==> src/rtl/sti_deserializer.sv <==
// STI serial link receiver: rebuilds 16-bit words from the so_valid/so_data bit stream,
// honouring the length/msb/low/fill frame configuration and flagging non-zero pad bits.
module sti_deserializer (
   input  logic        clk,
   input  logic        reset,
   input  logic        so_valid,
   input  logic        so_data,
   input  logic [1:0]  pi_length,
   input  logic        pi_msb,
   input  logic        pi_low,
   input  logic        pi_fill,
   input  logic        pi_end,
   output logic [15:0] po_data,
   output logic        po_valid,
   output logic        pad_err,
   output logic        frame_err,
   output logic [7:0]  word_cnt,
   output logic        rx_finish
);

   typedef enum logic [1:0] {IDLE, RECV, DONE} state_t;

   state_t      state, state_n;
   logic [31:0] frame, frame_n, frame_base;
   logic [4:0]  cnt, cnt_n;
   logic [1:0]  len_q, len_n;
   logic        msb_q, msb_n, low_q, low_n, fill_q, fill_n;
   logic [15:0] po_data_n;
   logic        po_valid_n, pad_err_n, frame_err_n, rx_finish_n;
   logic [7:0]  word_cnt_n;

   logic        start, take;
   logic [1:0]  cur_len;
   logic        cur_msb, cur_low, cur_fill;
   logic [4:0]  last_cnt, lo_idx, idx;

   // In RECV a zero bit count means the previous word just completed, so a valid bit opens a new word.
   assign start    = so_valid && ((state == IDLE) || ((state == RECV) && (cnt == 5'd0)));
   assign cur_len  = start ? pi_length : len_q;
   assign cur_msb  = start ? pi_msb    : msb_q;
   assign cur_low  = start ? pi_low    : low_q;
   assign cur_fill = start ? pi_fill   : fill_q;
   assign last_cnt = {cur_len, 3'b111};
   assign lo_idx   = ((cur_len == 2'b00) && cur_low) ? 5'd8 : 5'd0;
   assign idx      = cur_msb ? (lo_idx + last_cnt - cnt) : (lo_idx + cnt);
   assign frame_base = start ? 32'd0 : frame;

   always_comb begin
      state_n     = state;
      frame_n     = frame;
      cnt_n       = cnt;
      len_n       = len_q;
      msb_n       = msb_q;
      low_n       = low_q;
      fill_n      = fill_q;
      po_data_n   = po_data;
      po_valid_n  = 1'b0;
      pad_err_n   = 1'b0;
      frame_err_n = 1'b0;
      word_cnt_n  = word_cnt;
      rx_finish_n = rx_finish;
      take        = 1'b0;

      case (state)
         IDLE: begin
            if (so_valid) begin
               take = 1'b1;
            end else if (pi_end) begin
               state_n     = DONE;
               rx_finish_n = 1'b1;
            end
         end
         RECV: begin
            if (so_valid) begin
               take = 1'b1;
            end else begin
               frame_err_n = (cnt != 5'd0);
               state_n     = IDLE;
               cnt_n       = 5'd0;
            end
         end
         DONE: begin
            state_n = DONE;
         end
         default: begin
            state_n = IDLE;
         end
      endcase

      if (take) begin
         state_n      = RECV;
         frame_n      = frame_base;
         frame_n[idx] = so_data;
         cnt_n        = cnt + 5'd1;
         if (start) begin
            len_n  = pi_length;
            msb_n  = pi_msb;
            low_n  = pi_low;
            fill_n = pi_fill;
         end
         // Completion uses the frame including the bit sampled on this edge.
         if (cnt == last_cnt) begin
            cnt_n      = 5'd0;
            po_valid_n = 1'b1;
            word_cnt_n = word_cnt + 8'd1;
            case (cur_len)
               2'b00: po_data_n = cur_low ? {frame_n[15:8], 8'h00} : {8'h00, frame_n[7:0]};
               2'b01: po_data_n = frame_n[15:0];
               2'b10: begin
                  po_data_n = cur_fill ? frame_n[23:8] : frame_n[15:0];
                  pad_err_n = cur_fill ? (|frame_n[7:0]) : (|frame_n[23:16]);
               end
               default: begin
                  po_data_n = cur_fill ? frame_n[31:16] : frame_n[15:0];
                  pad_err_n = cur_fill ? (|frame_n[15:0]) : (|frame_n[31:16]);
               end
            endcase
         end
      end
   end

   always_ff @(posedge clk) begin
      if (reset) begin
         state     <= IDLE;
         frame     <= 32'd0;
         cnt       <= 5'd0;
         len_q     <= 2'b00;
         msb_q     <= 1'b0;
         low_q     <= 1'b0;
         fill_q    <= 1'b0;
         po_data   <= 16'd0;
         po_valid  <= 1'b0;
         pad_err   <= 1'b0;
         frame_err <= 1'b0;
         word_cnt  <= 8'd0;
         rx_finish <= 1'b0;
      end else begin
         state     <= state_n;
         frame     <= frame_n;
         cnt       <= cnt_n;
         len_q     <= len_n;
         msb_q     <= msb_n;
         low_q     <= low_n;
         fill_q    <= fill_n;
         po_data   <= po_data_n;
         po_valid  <= po_valid_n;
         pad_err   <= pad_err_n;
         frame_err <= frame_err_n;
         word_cnt  <= word_cnt_n;
         rx_finish <= rx_finish_n;
      end
   end

endmodule

==> config.mk <==
export PLATFORM = sky130hd
export DESIGN_NAME = sti_deserializer
export DESIGN_NICKNAME = d
export VERILOG_FILES = /design/src/rtl/sti_deserializer.sv
export SDC_FILE = /design/constraint.sdc
export NUM_CORES = 1
export LEC_CHECK = 0
export BUFFER_PORTS_ARGS = -buffer_cell sky130_fd_sc_hd__buf_2
export CAP_MARGIN = 40
export CORE_ASPECT_RATIO = 0.9
export CORE_MARGIN = 1
export CORE_UTILIZATION = 54
export CTS_CLUSTER_SIZE = 16
export DETAILED_ROUTE_END_ITERATION = 6
export HOLD_SLACK_MARGIN = 0.06
export PLACE_DENSITY_LB_ADDON = 0.2
export RECOVER_POWER = 50
export SKIP_LAST_GASP = 1
export SYNTH_ARGS = -nofsm -noshare
export SYNTH_HDL_FRONTEND = slang
export SYNTH_SLANG_ARGS = --single-unit
==> constraint.sdc <==
create_clock -name clk -period 3.42 [get_ports clk]
set_input_delay 0.171 -clock clk [delete_from_list [all_inputs] [get_ports clk]]
set_output_delay 0.171 -clock clk [all_outputs]
set_load 0.005 [all_outputs]
==> impl_metrics.ini, run 1 <==
[outcome]
status = finished, violations left
violations_in_the_final_reports = max-capacitance violations, max-slew violations, negative setup slack

[die]
fp-row-count = 30
core_area_sq_um = 7690
die_w_um = 97.1
ios = 38
die-height_um = 87.6
die_outline_area_sq_um = 8500
initial_utilization_pct = 57.1

[worst_setup_path]
r2r_start = cnt[0]
timing.critical_path.fanout_max = 5
critical_path.startpoint = cnt[0]
ff2ff_path_depth = 14
crit_cells = 14
worst_r2r_endpoint = pad_err
setup.worst_path.end = pad_err
timing.critical_path.slowest_stage_cell = sky130_fd_sc_hd__or4b_4
path_delay_family = simple AND/OR/NAND/NOR gates
reg2reg_slack_ns = -0.22
worstPathRequired_ns = 3.68
critPathArrivalTime_ns = 3.90
critical_path.most_common_cell = sky130_fd_sc_hd__buf_6
endpoint_kind = flip-flop
timing.critical_path.cells = inv_2 > ha_1 > or4b_4 > buf_6 > a21oi_4 > buf_6 > mux2i_4 > xnor2_4 > or3_4 > a211oi_2 > mux2_4 > nand4_1 > o31ai_2 > a221oi_1
cp_slowest_stage_delay_ns = 0.48
worst-setup-path-type = flip-flop to flip-flop
cp_num_buf_inv = 3
startpoint_type = flip-flop

[grt]
grt_start_max_net_pins = 40
globalRoute.totalOverflow = 0
first_global_vias = 4515
first_pass_grt_wire_length_mm = 23.6
grt_util_all_layers_pct = 35.2
grt_antenna_before_repair = 0

[yosys]
synth_nets = 573
most_common_flop_cell_mapped_by_yosys = sky130_fd_sc_hd__dfxtp_1
synthXorXnorAreaFrac_pct = 3.79
simple_gate_share_of_the_synthesized_area_pct = 23.6
yosys.cell_types.count = 60
yosys_register_bits = 72
synth_async_sr_flop_share_pct = 0
ys.warnings.count = 0
synth_compound_area_share_pct = 26.4
synth_enable_flop_cells = 0
post_synthesis_cells = 560
ys_seq_area_share_pct = 32.8
post_synth_mux_area_share_pct = 8.11
syn-cell-area_sq_um = 4400
share_of_synthesized_cell_area_in_full_adder_half_adder_and_majority_cells_pct = 0.854
combinational_family_with_the_most_area_after_synthesis = compound AO/OA/AOI/OAI gates
synthesized_area_divided_by_synthesized_cell_count_sq_um = 7.85

[hold_path]
hp-start = so_valid
worstHoldPathType = input port to flip-flop

[layout]
layout_common_cells = sky130_fd_sc_hd__nor2_1, sky130_fd_sc_hd__buf_4, sky130_fd_sc_hd__nand2_1, sky130_fd_sc_hd__dfxtp_1, sky130_fd_sc_hd__a211oi_1
final_nets = 664
n_antenna_cell = 0
layout_cells_sized_above_1_pct = 32.0
layout.cells.most_common = sky130_fd_sc_hd__nor2_1
fin_area_sq_um = 5820
area.growth.synth_to_final_pct = 32.4

[power_and_ir_drop]
share_comb_of_total_power_pct = 28.6
ir_drop_mv = 0.212
switch_pwr_mw = 0.784
final_power_mw = 2.28
clock_power_share_pct = 31.8
sequentialPowerShare_pct = 39.6
power-per-cell-area_nw_per_um2 = 392
cell_internal_pwr_mw = 1.50
share_of_total_power_consumed_by_net_switching_pct = 34.4
static-leakage-power_nw = 2.18

[placed_design]
place.port_buffers = 37
dp_hpwl_mm = 10.1
gp_congestion = 0.967
dpl-instance-area_sq_um = 5060
placement.setup.worst_slack_ns = -0.129

[timing]
final_max_slew_viol_count = 33
fmaxAchievable_mhz = 275
worst_hold_slack_ns = 0.0937
max-slew-margin-rel_pct = -14.6
final_report_hold_violation_count = 0
number_of_setup_violations_in_the_final_report = 23
rsz0062_at_grt = true
fin_ws_ns = -0.220
layout_worst_path_cycle_share_pct = 106
period_needed_ns = 3.64
maximum_clock_skew_at_final_layout_ns = 0.00979
max_slew.worst_pin.slew_ns = 1.72

[detailed_routing]
drt_first_iter_violations = 522
wl_per_cell_um = 20.8
number_of_routed_nets_with_antenna_violations = 0
drt-vias-per-instance = 6.75
drc = 0
drt_pre_antenna_iters = 7
finalWirelength_mm = 15.6
vias = 5078

[flow_run]
timing.max_cap.violations = 1

[clock_network]
clock_insertion_delay_worst_skew_ns = 0.36
tritoncts.num_buffers = 9
ctsHtreeMaxLevel = 3
cts.sink_count = 72
path_clk_slew_ns = 0.08
ctsLongestPathBuffers = 2
cts_tree = yes
ctsRootBufferMaster = sky130_fd_sc_hd__clkbuf_8
[registers in the layout, summed over array words and instances, names as in the netlist, 2 cells and up]
register	flops
frame	32
po_data	16
word_cnt	8
cnt	5
len_q	2
state	2
[layer usage]
| metal | part of all wire, % | routed length (um) | global-route usage, % |
|---|---|---|---|
| met4 | 4.1 | 643 | 14.2 |
| met2 | 45 | 7110 | 57.6 |
| met1 | 41 | 6330 | 47.2 |
| met5 | 0 | 0 | 0 |
| met3 | 9.8 | 1540 | 5.43 |
[final cells by class]
class,instances,area [sq um]
clock buffers,10,138
clock inverters,6,67.6
fillers,566,1880
inverters,7,26.3
multi-input cells,443,3220
flip-flops and latches,72,1440
well taps,96,120
repair buffers,118,806
[Yosys cell counts, types with 4 or more instances]
library cell / n / area, sq um
sky130_fd_sc_hd__nor2_1: 87 / 327
sky130_fd_sc_hd__a21oi_1: 25 / 125
sky130_fd_sc_hd__a31oi_1: 8 / 50.1
sky130_fd_sc_hd__mux2_2: 21 / 236
sky130_fd_sc_hd__nor4_1: 12 / 75.1
sky130_fd_sc_hd__or2_2: 5 / 31.3
sky130_fd_sc_hd__nor3_1: 22 / 110
sky130_fd_sc_hd__dfxtp_1: 72 / 1440
sky130_fd_sc_hd__nand2_1: 70 / 263
sky130_fd_sc_hd__clkbuf_1: 28 / 105
sky130_fd_sc_hd__mux2i_1: 12 / 120
sky130_fd_sc_hd__o31ai_1: 6 / 45.0
sky130_fd_sc_hd__or3_1: 4 / 25.0
sky130_fd_sc_hd__and3_1: 5 / 31.3
sky130_fd_sc_hd__o311a_1: 7 / 70.1
sky130_fd_sc_hd__nand3_1: 5 / 25.0
sky130_fd_sc_hd__o21ai_0: 16 / 80.1
sky130_fd_sc_hd__a211oi_1: 37 / 278
sky130_fd_sc_hd__inv_1: 7 / 26.3
sky130_fd_sc_hd__xnor2_1: 5 / 43.8
sky130_fd_sc_hd__a22oi_1: 7 / 52.6
sky130_fd_sc_hd__o22ai_1: 6 / 37.5
sky130_fd_sc_hd__nand4_1: 14 / 87.6
sky130_fd_sc_hd__buf_2: 5 / 25.0
sky130_fd_sc_hd__xor2_1: 9 / 78.8
sky130_fd_sc_hd__o211ai_1: 8 / 60.1
sky130_fd_sc_hd__o21ai_1: 6 / 30.0
[power by group through the flow]
| stage | logic, mW | registers [mW] | clock network, mW |
|---|---|---|---|
| final | 0.652 | 0.904 | 0.724 |
| after global routing | 0.690 | 0.908 | 0.754 |
| after CTS | 0.552 | 0.900 | 0.722 |
| after detailed placement | 0.520 | 0.919 | 0 |
| after global placement | 0.511 | 0.917 | 0 |
| after floorplan | 0.342 | 0.913 | 0 |
[worst min path at each step]
stage	to	slack, ns	depth (start not counted)
floorplan	frame_err	0.25	1
global placement	po_data[8]	0.42	2
detailed placement	po_data[8]	0.43	2
CTS	frame_err	0.08	2
global route	frame_err	0.09	2
finish	frame_err	0.09	2
[stage by stage]
stage               instances  TNS [ns]  utilization [%]
floorplan                 560         0                -
global placement          718   -0.0697             65.8
detailed placement        718    -0.293             65.8
CTS                       742    -0.109             71.1
global route              752     -5.03             75.6
finish                    752     -2.37             75.6
[cell families (layout without fill, tap and decap cells)]
logic type                 Yosys count  after routing
DFF                                 72             72
xor gates and xnor gates            16             16
and+or+nand+nor                    232            232
AOI/OAI and AO/OA                  159            159
buffers and inverters               45            141
adders and majority gates            3              3
muxes                               33             33
[timing repair]
item,in CTS,in global routing
gates resized for setup,23,61
cloned,0,1
hold buffers,0,0
setup endpoints to repair,15,30
buffers inserted,8,10
pin swaps,6,28
endpoints found under the hold margin,0,0
[worst register-to-register path, stage by stage, from the launching register on]
cell and delay (ns):
sky130_fd_sc_hd__dfxtp_2 0.33, sky130_fd_sc_hd__inv_2 0.05, sky130_fd_sc_hd__ha_1 0.13, sky130_fd_sc_hd__or4b_4 0.48
sky130_fd_sc_hd__buf_6 0.15, sky130_fd_sc_hd__a21oi_4 0.22, sky130_fd_sc_hd__buf_6 0.14, sky130_fd_sc_hd__mux2i_4 0.31
sky130_fd_sc_hd__xnor2_4 0.14, sky130_fd_sc_hd__or3_4 0.47, sky130_fd_sc_hd__a211oi_2 0.29, sky130_fd_sc_hd__mux2_4 0.36
sky130_fd_sc_hd__nand4_1 0.14, sky130_fd_sc_hd__o31ai_2 0.08, sky130_fd_sc_hd__a221oi_1 0.27
Power figures use the tool's default switching activity.
==> run 2: changes to the inputs <==
--- a/config.mk
+++ b/config.mk
@@ -7,15 +7,13 @@
 export LEC_CHECK = 0
 export BUFFER_PORTS_ARGS = -buffer_cell sky130_fd_sc_hd__buf_2
 export CAP_MARGIN = 40
-export CORE_ASPECT_RATIO = 0.9
-export CORE_MARGIN = 1
+export CORE_MARGIN = 4
 export CORE_UTILIZATION = 54
 export CTS_CLUSTER_SIZE = 16
 export DETAILED_ROUTE_END_ITERATION = 6
 export HOLD_SLACK_MARGIN = 0.06
 export PLACE_DENSITY_LB_ADDON = 0.2
 export RECOVER_POWER = 50
-export SKIP_LAST_GASP = 1
 export SYNTH_ARGS = -nofsm -noshare
 export SYNTH_HDL_FRONTEND = slang
 export SYNTH_SLANG_ARGS = --single-unit
==> impl_metrics.ini, run 2 (same netlist as run 1, synthesis figures left out) <==
[outcome]
status = finished, violations left
violations_in_the_final_reports = negative setup slack

[detailed_routing]
vias = 5112
drt-vias-per-instance = 6.68
drc = 0
wl_per_cell_um = 21.2
finalWirelength_mm = 16.2
number_of_routed_nets_with_antenna_violations = 0
drt_pre_antenna_iters = 5
drt_first_iter_violations = 654

[layout]
n_antenna_cell = 0
final_nets = 671
layout_cells_sized_above_1_pct = 35.4
regMostFlops = frame
layout_common_cells = sky130_fd_sc_hd__nor2_1, sky130_fd_sc_hd__buf_4, sky130_fd_sc_hd__nand2_1, sky130_fd_sc_hd__dfxtp_1, sky130_fd_sc_hd__buf_2
layout.cells.most_common = sky130_fd_sc_hd__nor2_1
reg_top3 = frame (32), po_data (16), word_cnt (8)
area.growth.synth_to_final_pct = 35.8
largest_register_ffs = 32

[power_and_ir_drop]
power-per-cell-area_nw_per_um2 = 383
static-leakage-power_nw = 2.28
final_power_mw = 2.29
ir_drop_mv = 0.278

[worst_setup_path]
startpoint_type = flip-flop
endpoint_kind = flip-flop
timing.critical_path.fanout_max = 8
worst-setup-path-type = flip-flop to flip-flop
critPathArrivalTime_ns = 3.92
worstPathRequired_ns = 3.68
reg2reg_slack_ns = -0.24
ff2ff_path_depth = 13

[placed_design]
place.port_buffers = 37
dp_hpwl_mm = 9.91
gp_congestion = 0.961
placement.setup.worst_slack_ns = -0.173

[timing]
layout_worst_path_cycle_share_pct = 107
final_max_slew_viol_count = 0
rsz0062_at_grt = true
maximum_clock_skew_at_final_layout_ns = 0.00966
max-slew-margin-rel_pct = 34.5
max_slew.worst_pin.slew_ns = 0.974
number_of_setup_violations_in_the_final_report = 17
fin_ws_ns = -0.241
period_needed_ns = 3.66
final_report_hold_violation_count = 0
fmaxAchievable_mhz = 273

[grt]
first_pass_grt_wire_length_mm = 23.5
grt_antenna_before_repair = 0
grt_util_all_layers_pct = 29.9
first_global_vias = 4548
globalRoute.totalOverflow = 0
grt_start_max_net_pins = 47

[die]
die_outline_area_sq_um = 9650
fp-row-count = 32
die-height_um = 98.2
core_area_sq_um = 7810
die_w_um = 98.2
initial_utilization_pct = 56.3
ios = 38

[clock_network]
cts_tree = yes
tritoncts.num_buffers = 9
path_clk_slew_ns = 0.08
cts.sink_count = 72
ctsLongestPathBuffers = 2
ctsRootBufferMaster = sky130_fd_sc_hd__clkbuf_8
clock_insertion_delay_worst_skew_ns = 0.36
ctsHtreeMaxLevel = 3

[hold_path]
worstHoldPathType = input port to flip-flop
worst_hold_depth = 2

[flow_run]
timing.max_cap.violations = 0
==> run 2: cell count changes in the layout (fill, tap and decap cells not counted), moves of 5 or more <==
cell,change
sky130_fd_sc_hd__buf_2,+13
sky130_fd_sc_hd__clkbuf_1,-11
sky130_fd_sc_hd__buf_4,+5
sky130_fd_sc_hd__nor2_2,+5
==> run 2: path summary, 6_finish.rpt <==
check,startpoint,endpoint
max reg2reg,cnt[0],pad_err
min reg2reg,po_data[8],po_data[8]
min,so_valid,frame_err
max,cnt[0],pad_err
==> run 2: area by class of cell <==
cell class	instances	area [sq um]
Sequential cell	72	1440
Inverter	7	26.3
Fill cell	555	1840
Clock inverter	6	68.8
Multi-Input combinational cell	444	3330
Timing Repair Buffer	124	846
Clock buffer	10	128
Tap cell	102	128
==> run 2: stage by stage <==
stage                     utilization (%)  hold slack [ns]  std cells  instance area (sq um)  TNS (ns)
after floorplan                         -            0.250        560                   4430         0
after global placement               64.4            0.427        720                   5030    -0.217
after detailed placement             64.4            0.439        720                   5030    -0.740
after CTS                            70.4           0.0644        750                   5490    -0.212
after global routing                 76.4           0.0752        765                   5970     -3.13
final                                76.4           0.0700        765                   5970     -1.25
==> run 2: worst max-delay path, cell delays in order (launching register included) <==
cell                       delay [ns]
sky130_fd_sc_hd__dfxtp_2         0.33
sky130_fd_sc_hd__inv_2           0.05
sky130_fd_sc_hd__ha_1            0.13
sky130_fd_sc_hd__or4b_4          0.49
sky130_fd_sc_hd__a21o_4          0.26
sky130_fd_sc_hd__a32oi_1         0.37
sky130_fd_sc_hd__o221ai_4        0.24
sky130_fd_sc_hd__buf_4           0.21
sky130_fd_sc_hd__xor2_4          0.18
sky130_fd_sc_hd__nor3_1          0.29
sky130_fd_sc_hd__mux2_2          0.42
sky130_fd_sc_hd__nand3_1         0.16
sky130_fd_sc_hd__o31ai_1         0.11
sky130_fd_sc_hd__a221oi_1        0.32
==> run 2: power by group <==
part	internal, mW	leakage, nW	switching [mW]
clock	0.341	0.0968	0.358
sequential	0.875	0.589	0.0302
combinational	0.273	1.59	0.409
==> run 2: layer usage <==
layer / global-route usage, % / wire length [um] / share of wire, % / up-vias
met2: 47.1 / 7380 / 46 / 373
met1: 40.6 / 6420 / 40 / 2381
li1: - / - / - / 2268
met4: 12.5 / 813 / 5.0 / 0
met3: 5.07 / 1570 / 9.7 / 90
met5: 0 / 0 / 0 / -
==> run 2: what timing repair did <==
| action | 4_1_cts | 5_1_grt |
|---|---|---|
| hold buffers | 0 | 0 |
| endpoints found under the setup margin | 16 | 32 |
| gates cloned | 1 | 2 |
| pin swaps | 11 | 16 |
| gates resized for setup | 33 | 68 |
| setup buffers | 13 | 13 |
==> run 3: changes to the inputs <==
--- a/config.mk
+++ b/config.mk
@@ -8,7 +8,7 @@
 export BUFFER_PORTS_ARGS = -buffer_cell sky130_fd_sc_hd__buf_2
 export CAP_MARGIN = 40
 export CORE_MARGIN = 4
-export CORE_UTILIZATION = 54
+export CORE_UTILIZATION = 60
 export CTS_CLUSTER_SIZE = 16
 export DETAILED_ROUTE_END_ITERATION = 6
 export HOLD_SLACK_MARGIN = 0.06
==> constraint.sdc (replaced) <==
create_clock -name clk -period 4.2 [get_ports clk]
set_input_delay 0.21 -clock clk [delete_from_list [all_inputs] [get_ports clk]]
set_output_delay 0.21 -clock clk [all_outputs]
set_load 0.005 [all_outputs]
==> impl_metrics.ini, run 3 (same netlist as run 1, synthesis figures left out) <==
[outcome]
status = finished, violations left
violations_in_the_final_reports = max-capacitance violations, max-slew violations

[clock_network]
tritoncts.num_buffers = 9
ctsRootBufferMaster = sky130_fd_sc_hd__clkbuf_8
clock_insertion_delay_worst_skew_ns = 0.37
ctsHtreeMaxLevel = 3
ctsLongestPathBuffers = 2
path_clk_slew_ns = 0.08
cts.sink_count = 72
post_cts_buffers = 0
cts_tree = yes

[worst_setup_path]
critical_path.most_common_cell = sky130_fd_sc_hd__nand3_1
worstPathRequired_ns = 4.44
worst-setup-path-type = flip-flop to flip-flop
startpoint_type = flip-flop
endpoint_kind = flip-flop
timing.critical_path.slowest_stage_cell = sky130_fd_sc_hd__xnor2_2
critPathArrivalTime_ns = 4.15
timing.critical_path.cells = inv_1 > ha_1 > or4b_4 > a21o_1 > a32oi_1 > o221ai_2 > xnor2_2 > nand3_1 > a31oi_1 > nand3_1 > o31ai_1 > a221oi_1
cp_slowest_stage_delay_ns = 0.69
timing.critical_path.fanout_max = 19

[die]
die-height_um = 93.6
initial_utilization_pct = 63.3
die_outline_area_sq_um = 8760
core_area_sq_um = 6940
fp-row-count = 30
die_w_um = 93.6
ios = 38

[grt]
grt_antenna_before_repair = 0
first_global_vias = 4158
globalRoute.totalOverflow = 0
first_pass_grt_wire_length_mm = 21.3
grt_util_all_layers_pct = 30.9
grt_start_max_net_pins = 40

[timing]
fmaxAchievable_mhz = 255
number_of_setup_violations_in_the_final_report = 0
layout_worst_path_cycle_share_pct = 93.3
max-slew-margin-rel_pct = -8.31
fin_ws_ns = 0.283
final_report_hold_violation_count = 0
worst_hold_slack_ns = 0.127
rsz0062_at_grt = false
totalNegativeSetupSlack_ns = 0
max_slew.worst_pin.slew_ns = 1.62
period_needed_ns = 3.92
final_max_slew_viol_count = 73
maximum_clock_skew_at_final_layout_ns = 0.0137

[placed_design]
dp_hpwl_mm = 9.27
gp_congestion = 0.929
placement.setup.worst_slack_ns = 0.261
place.port_buffers = 37

[power_and_ir_drop]
switch_pwr_mw = 0.569
static-leakage-power_nw = 1.77
ir_drop_mv = 0.340
share_of_total_power_consumed_by_net_switching_pct = 31.4
power-per-cell-area_nw_per_um2 = 370
clock_power_share_pct = 38.5
sequentialPowerShare_pct = 40.7
share_comb_of_total_power_pct = 20.8
final_power_mw = 1.82
cell_internal_pwr_mw = 1.25

[detailed_routing]
drt_pre_antenna_iters = 5
drc = 0
vias = 4517
wl_per_cell_um = 19.0
drt-vias-per-instance = 6.53
finalWirelength_mm = 13.1
number_of_routed_nets_with_antenna_violations = 0
drt_first_iter_violations = 405

[layout]
final_nets = 604
n_antenna_cell = 0
regMostFlops = frame
layout.cells.most_common = sky130_fd_sc_hd__nor2_1
area.sequential_sq_um = 1440
layout_cells_sized_above_1_pct = 15.3
final.fill_count = 577
reg_top3 = frame (32), po_data (16), word_cnt (8)
area.growth.synth_to_final_pct = 11.8
finalCoreUtilization_pct = 70.7
layout_common_cells = sky130_fd_sc_hd__nor2_1, sky130_fd_sc_hd__dfxtp_1, sky130_fd_sc_hd__nand2_1, sky130_fd_sc_hd__a211oi_1, sky130_fd_sc_hd__a21oi_1
largest_register_ffs = 32
multi_input_comb_area_sq_um = 2770

[hold_path]
worstHoldPathType = input port to flip-flop

[flow_run]
timing.max_cap.violations = 2
run 3: cell count changes in the layout (fill, tap and decap cells not counted), sizes merged:
| cell | change |
|---|---|
| inv | +1 |
| clkinvlp | -1 |
| clkinv | -1 |
| buf | -84 |
| bufinv | +2 |
| clkbuf | +17 |
| xnor2 | -1 |
run 3: routing by layer:
layer,global-route usage (%),share of wire (%)
met5,0,0
met4,11.9,3.0
met3,7.32,8.8
met2,47.8,45
met1,41.6,43
run 3: power groups by stage:
| stage | Combinational [mW] | Clock (mW) | Sequential [mW] |
|---|---|---|---|
| final | 0.378 | 0.699 | 0.738 |
| after global routing | 0.410 | 0.738 | 0.741 |
| after CTS | 0.368 | 0.705 | 0.737 |
| after detailed placement | 0.366 | 0 | 0.753 |
| after global placement | 0.360 | 0 | 0.751 |
| after floorplan | 0.273 | 0 | 0.744 |
run 3: final cells by class:
| class | instances | area share, % |
|---|---|---|
| clock buffer | 9 | 2.52 |
| sequential | 72 | 29.3 |
| timing repair buffer | 58 | 6.14 |
| clock inverter | 7 | 2.60 |
| multi-input combinational | 443 | 56.4 |
| tap | 96 | 2.45 |
| inverter | 7 | 0.535 |
run 3: repair_timing:
action,CTS,global route
setup endpoints to repair,0,1
hold buffers,0,0
resized for setup,0,1
run 3: through the flow:
| stage | cells | area (sq um) |
|---|---|---|
| 4_1_cts | 692 | 4960 |
| 6_report | 692 | 4910 |
| 2_1_floorplan | 560 | 4400 |
| 3_3_place_gp | 676 | 4700 |
| 3_5_place_dp | 676 | 4700 |
| 5_1_grt | 692 | 4910 |
run 3: worst paths after layout:
| kind | from | end | slack [ns] | cells past startpoint |
|---|---|---|---|---|
| worst min-delay path | so_valid | frame_err | 0.13 | 2 |
| worst min register to register | po_data[8] | po_data[8] | 0.44 | 2 |
| worst max-delay path | cnt[0] | pad_err | 0.28 | 12 |
| worst max register to register | cnt[0] | pad_err | 0.28 | 12 |
run 3: critical path: cells and delay by family (launching register included):
| family | cells | cell delay, ns |
|---|---|---|
| AOI/OAI and AO/OA | 6 | 1.64 |
| and+or+nand+nor | 3 | 0.83 |
| xor gates and xnor gates | 1 | 0.69 |
| DFF | 1 | 0.40 |
| adders and majority gates | 1 | 0.14 |
| buffers and inverters | 1 | 0.11 |
